### config.mk
export PLATFORM = sky130hd
export DESIGN_NAME = rca_arbiter
export DESIGN_NICKNAME = d
export VERILOG_FILES = /design/src/rtl/rca_arbiter.sv
export SDC_FILE = /design/constraint.sdc
export NUM_CORES = 1
export LEC_CHECK = 0
export BUFFER_PORTS_ARGS = -buffer_cell sky130_fd_sc_hd__buf_4
export CORE_MARGIN = 5
export CORE_UTILIZATION = 49
export CTS_BUF_LIST = sky130_fd_sc_hd__clkbuf_8
export CTS_CLUSTER_DIAMETER = 150
export CTS_CLUSTER_SIZE = 12
export DETAILED_ROUTE_END_ITERATION = 10
export PLACE_DENSITY_LB_ADDON = 0.2
export SYNTH_ARGS = -nofsm -noshare
export SYNTH_HDL_FRONTEND = slang
export SYNTH_SLANG_ARGS = --single-unit
### constraint.sdc
create_clock -name CLK -period 2.6 [get_ports CLK]
set_clock_uncertainty 0.15 [all_clocks]
set_input_delay 0.26 -clock CLK [delete_from_list [all_inputs] [get_ports CLK]]
set_output_delay 0.26 -clock CLK [all_outputs]
set_load 0.01 [all_outputs]
### src/rtl/rca_arbiter.sv
// Round-robin arbiter that sequences a 32-bit add as two 16-bit passes through the shared
// ripple-carry adder (low half, then high half) and returns one tagged 33-bit result.
module rca_arbiter #(
    parameter int unsigned ADD_LAT = 2
) (
    input  logic        CLK,
    input  logic        RST_N,
    input  logic        REQ0_VALID,
    output logic        REQ0_READY,
    input  logic [31:0] REQ0_A,
    input  logic [31:0] REQ0_B,
    input  logic        REQ0_CIN,
    input  logic        REQ1_VALID,
    output logic        REQ1_READY,
    input  logic [31:0] REQ1_A,
    input  logic [31:0] REQ1_B,
    input  logic        REQ1_CIN,
    output logic        RSP_VALID,
    input  logic        RSP_READY,
    output logic        RSP_ID,
    output logic [31:0] RSP_SUM,
    output logic        RSP_COUT,
    output logic [31:0] ADD_A,
    output logic [31:0] ADD_B,
    output logic        ADD_C_IN,
    output logic        ADD_FLAG,
    input  logic [15:0] ADD_S,
    input  logic        ADD_C_OUT
);

    typedef enum logic [1:0] {StIdle, StLo, StHi, StResp} state_e;

    // Each pass holds the adder inputs for ADD_LAT+1 cycles; the last one is cnt == LastCnt.
    localparam logic [2:0] LastCnt = 3'(ADD_LAT);

    state_e      state_q, state_d;
    logic        ptr_q, ptr_d;
    logic [2:0]  cnt_q, cnt_d;
    logic        id_q, id_d;
    logic [15:0] sum_lo_q, sum_lo_d;
    logic [31:0] add_a_q, add_a_d;
    logic [31:0] add_b_q, add_b_d;
    logic        add_c_in_q, add_c_in_d;
    logic        add_flag_q, add_flag_d;
    logic        rsp_valid_q, rsp_valid_d;
    logic        rsp_id_q, rsp_id_d;
    logic [31:0] rsp_sum_q, rsp_sum_d;
    logic        rsp_cout_q, rsp_cout_d;

    logic grant0, grant1, idle_ok;

    // ptr only breaks ties; a lone requester is always granted.
    assign grant0  = REQ0_VALID & (~REQ1_VALID | ~ptr_q);
    assign grant1  = REQ1_VALID & (~REQ0_VALID | ptr_q);
    assign idle_ok = (state_q == StIdle) & RST_N;

    assign REQ0_READY = idle_ok & grant0;
    assign REQ1_READY = idle_ok & grant1;

    always_comb begin
        state_d     = state_q;
        ptr_d       = ptr_q;
        cnt_d       = cnt_q;
        id_d        = id_q;
        sum_lo_d    = sum_lo_q;
        add_a_d     = add_a_q;
        add_b_d     = add_b_q;
        add_c_in_d  = add_c_in_q;
        add_flag_d  = add_flag_q;
        rsp_valid_d = rsp_valid_q;
        rsp_id_d    = rsp_id_q;
        rsp_sum_d   = rsp_sum_q;
        rsp_cout_d  = rsp_cout_q;

        case (state_q)
            StIdle: begin
                if (REQ0_READY || REQ1_READY) begin
                    id_d       = REQ1_READY;
                    add_a_d    = REQ1_READY ? REQ1_A : REQ0_A;
                    add_b_d    = REQ1_READY ? REQ1_B : REQ0_B;
                    add_c_in_d = REQ1_READY ? REQ1_CIN : REQ0_CIN;
                    add_flag_d = 1'b0;
                    ptr_d      = REQ0_READY;
                    cnt_d      = 3'd0;
                    state_d    = StLo;
                end
            end
            StLo: begin
                if (cnt_q == LastCnt) begin
                    sum_lo_d   = ADD_S;
                    add_flag_d = 1'b1;
                    cnt_d      = 3'd0;
                    state_d    = StHi;
                end else begin
                    cnt_d = cnt_q + 3'd1;
                end
            end
            StHi: begin
                // Same operands in both passes, so the upper half already has the bit-15 carry.
                if (cnt_q == LastCnt) begin
                    rsp_sum_d   = {ADD_S, sum_lo_q};
                    rsp_cout_d  = ADD_C_OUT;
                    rsp_id_d    = id_q;
                    rsp_valid_d = 1'b1;
                    cnt_d       = 3'd0;
                    state_d     = StResp;
                end else begin
                    cnt_d = cnt_q + 3'd1;
                end
            end
            StResp: begin
                if (RSP_READY) begin
                    rsp_valid_d = 1'b0;
                    state_d     = StIdle;
                end
            end
            default: state_d = StIdle;
        endcase
    end

    always_ff @(posedge CLK or negedge RST_N) begin
        if (!RST_N) begin
            state_q     <= StIdle;
            ptr_q       <= 1'b0;
            cnt_q       <= 3'd0;
            id_q        <= 1'b0;
            sum_lo_q    <= 16'd0;
            add_a_q     <= 32'd0;
            add_b_q     <= 32'd0;
            add_c_in_q  <= 1'b0;
            add_flag_q  <= 1'b0;
            rsp_valid_q <= 1'b0;
            rsp_id_q    <= 1'b0;
            rsp_sum_q   <= 32'd0;
            rsp_cout_q  <= 1'b0;
        end else begin
            state_q     <= state_d;
            ptr_q       <= ptr_d;
            cnt_q       <= cnt_d;
            id_q        <= id_d;
            sum_lo_q    <= sum_lo_d;
            add_a_q     <= add_a_d;
            add_b_q     <= add_b_d;
            add_c_in_q  <= add_c_in_d;
            add_flag_q  <= add_flag_d;
            rsp_valid_q <= rsp_valid_d;
            rsp_id_q    <= rsp_id_d;
            rsp_sum_q   <= rsp_sum_d;
            rsp_cout_q  <= rsp_cout_d;
        end
    end

    assign ADD_A     = add_a_q;
    assign ADD_B     = add_b_q;
    assign ADD_C_IN  = add_c_in_q;
    assign ADD_FLAG  = add_flag_q;
    assign RSP_VALID = rsp_valid_q;
    assign RSP_ID    = rsp_id_q;
    assign RSP_SUM   = rsp_sum_q;
    assign RSP_COUT  = rsp_cout_q;

endmodule

==> key figures <==
Synth
  – Count of distinct cell types in the synthesized netlist: 36
  – Sequential area share after synthesis: between 50% and 60%
  – Post-synthesis share of cell area spent on xor and xnor gates: 0%
  – Synthesized instance count: 529
  – Post-synthesis async set-or-reset flop share: 100%
  – FF+latch count, synth: around 120
  – Adder-cell share of the synthesized area: 1.09%
  – Fraction of the mapped netlist area in compound gates: 13.2%
  – Fraction of the mapped netlist area in simple logic gates: 16.6%
  – Mapped cell area: roughly 5700 um2
  – Largest family of logic cells by synthesized area: simple AND/OR/NAND/NOR gates
  – Total number of yosys warnings: 0
  – Syn_nets: 686
  – Mean instance size in the synthesized netlist: about 11 um2
  – EDFF count, synth: 0
  – Multiplexer fraction of the synthesized cell area: 10.4%
  – Synth Flop Type: dfrtp_1

Detailed routing
  – Final antenna-violating net count: 0
  – Initial drt markers: 588
  – Number of iterations in the first detailed-routing pass: 5
  – DR vias: about 6k
  – Routed WL: 21700 um
  – Post-DR vias/cell: 5.64
  – DRC violations left: 0
  – Routed wire length per instance: 20.1 um

Global routing
  – Overall global routing resource usage: 30.4%
  – Overflow left after global routing: 0
  – First-pass GRT wire length: 34300 um
  – Number of global-route vias before repair: 6591
  – Initial antenna violation count: 3
  – Largest net degree at the start of global routing: 82

Setup path
  – Maximum fanout along the worst path: 15
  – Capturing element type of the critical path: output pin
  – Path type of the worst setup path: register to output pin
  – CP Launch Type: register
  – Ordered cell list for the critical path: inv_1, ha_2, and3_2, and2_4, buf_4
  – CP max stage cell: dfrtp_1
  – Data required time of the worst path: between 2 and 2.5 ns
  – Delay contributed by the slowest stage of the critical path: 0.42 ns
  – Critical Path AT: 1.98 ns
  – Number of buffer and inverter stages on the critical path: 2
  – Kind of cell adding the most delay to the critical path: simple AND/OR/NAND/NOR gates

Power
  – Net switching power: roughly 0.0034 W
  – Static Leakage: 4.65 nW
  – Share of power burned in the clock network: 20.1%
  – Net switching fraction of the power: 36.3%
  – Pwr Density: 976 nW/um2
  – Peak VDD IR: 0.604 mV
  – Flop pwr share: between 30% and 40%
  – Int Pwr: 0.00599 W
  – Proportion of power drawn by combinational gates: 43.3%

STA
  – Portion of the clock cycle consumed by the worst path in the final layout: 91.8%
  – Maximum frequency from static timing analysis: 0.419 GHz
  – Setup TNS Final: 0 ns
  – Final number of hold-violating endpoints: 0
  – Total count of max-transition violations in the final report: 0
  – Worst Max-Slew Pin Slew: 1.02 ns
  – Slew HR: 32.0%
  – Clock period minus final worst setup slack: around 2.4 ns
  – Final number of setup-violating endpoints: 0
  – RSZ-0062 raised after global routing: no

Placement
  – Number of I/O port buffers: 254
  – GP Congestion: 0.810
  – Number of cells after detailed placement: 894
  – HPWL reported at the end of detailed placement: 12100 um

Flow run
  – Maximum capacitance violations: 0

Die
  – Effective utilization at floorplan: roughly half
  – Die extent in y: 118 um
  – I/O pins: 255
  – Floorplan die area: 14000 um2
  – Site Rows: 39
  – Area of the core region: about 11000 um2
  – Die span in x: 118 um

Clocking
  – Setup bufs post-CTS: 0
  – Number of buffers between clock root and the deepest sink: 2
  – Clk pin slew, worst setup/hold paths: 0.07 ns
  – Depth of the CTS H-tree: 4
  – Skew-Pair Late Insertion Delay: about 0.41 ns
  – # clock sinks: 124
  – TritonCTS clock tree: built
  – Clock Tree Root: clkbuf_8
  – Number of buffers inserted during clock tree synthesis: 17

Finish
  – Total number of nets in the final design: 1077
  – Synth-to-layout area growth: 68.1%
  – Fraction of final layout cells sized beyond drive strength 1: between 30% and 40%
  – Count of non-filler cells in the finished layout: 1079
  – Highest-count cells in the layout ignoring fill and taps: buf_4 (265), dlygate4sd3_1 (150), nand2_1 (133)
  – Final Core Density: 84.1%
  – Number of fillers in the final layout: between 500 and 600
  – Commonest non-fill, non-tap cell in the layout: buf_4

Hold path
  – Worst hold path class: input pin to register

Status
  – Status: finished clean
## stage by stage
step / hold slack, ns / worst slack, ns / area [um2] / power (W)
final: 0.0270 / 0.214 / 9640 / 0.00941
after CTS: 0.00138 / 0.0950 / 9630 / 0.00927
after detailed placement: -0.0532 / 0.276 / 7690 / 0.00717
after global placement: -0.0554 / 0.437 / 7690 / 0.00699
after floorplan: -0.186 / 0.648 / 5740 / 0.00529
after global routing: 0.0469 / 0.0931 / 9640 / 0.00993
## worst paths after layout
path	end	slack, ns	startpoint	cells after the start
max in group asynchronous	ADD_B[13]	0.96	RST_N	3
min	id_q	0.03	REQ1_VALID	3
min reg2reg	sum_lo_q[12]	0.34	sum_lo_q[12]	1
max	REQ1_READY	0.21	state_q[0]	5
min in group asynchronous	state_q[1]	0.11	RST_N	2
max reg2reg	ADD_B[26]	0.27	state_q[0]	6
## Yosys cell counts (2+ instances only)
| cell type | n | area share, % |
|---|---|---|
| nand2_1 | 133 | 8.7 |
| dfrtp_1 | 124 | 54 |
| nand3_1 | 69 | 6.0 |
| mux2_1 | 51 | 10 |
| o211ai_1 | 38 | 5.0 |
| o211ai_2 | 30 | 6.5 |
| clkbuf_1 | 26 | 1.7 |
| buf_2 | 9 | 0.79 |
| buf_6 | 8 | 1.6 |
| inv_1 | 6 | 0.39 |
| ha_1 | 5 | 1.1 |
| a21oi_1 | 2 | 0.17 |
| and2_1 | 2 | 0.22 |
| mux2i_1 | 2 | 0.35 |
| nand2b_1 | 2 | 0.22 |
| nor2_1 | 2 | 0.13 |
## kinds of logic (layout without fill, tap and decap cells)
group | Yosys count | in the layout
flops | 124 | 124
other cells | 0 | 4
buf+inv | 51 | 454
fa+ha+maj | 5 | 5
compound gates | 80 | 80
simple gates | 216 | 216
mux | 53 | 53
## metal layers
metal	wire length (um)	GRT usage, %	vias up
met5	0	0	-
met4	1020	16.1	0
met3	2150	10.1	91
met2	10400	49.1	424
met1	8070	36.0	2935
li1	-	-	2636
## area by class of cell
class / instances / area, um2 / share of cell area [%]
clock inverter: 14 / 204 / 2.12
multi-input combinational: 354 / 2370 / 24.6
inverter: 7 / 26.3 / 0.273
antenna: 4 / 10.0 / 0.104
sequential: 124 / 3100 / 32.2
tap: 143 / 179 / 1.86
clock buffer: 17 / 234 / 2.43
timing repair buffer: 416 / 3510 / 36.4
## power by group through the flow
stage	Combinational [W]	Clock [W]	Sequential, W
CTS	0.00396	0.00192	0.00339
global route	0.00439	0.00201	0.00353
floorplan	0.00165	0	0.00364
global placement	0.00363	0	0.00336
finish	0.00408	0.00189	0.00344
detailed placement	0.00377	0	0.00339
## registers in the layout, indices dropped and copies added (netlist names), 2 cells and up
| register | flops |
|---|---|
| state_q | 2 |
| RSP_SUM | 32 |
| sum_lo_q | 16 |
| ADD_B | 32 |
| ADD_A | 32 |
| cnt_q | 3 |
## what timing repair did
item	in CTS	in global routing
hold buffers	150	0
hold endpoints to repair	143	0
resized for setup	1	1
pin swaps	0	0
setup endpoints to repair	1	1
## worst register-to-register path, stage by stage (launching register included)
cell	delay, ns
dfrtp_1	0.42
inv_1	0.14
ha_2	0.31
and3_2	0.22
buf_4	0.57
nand3_1	0.24
o211ai_1	0.18
No activity file was read; power rests on OpenSTA's default activity.
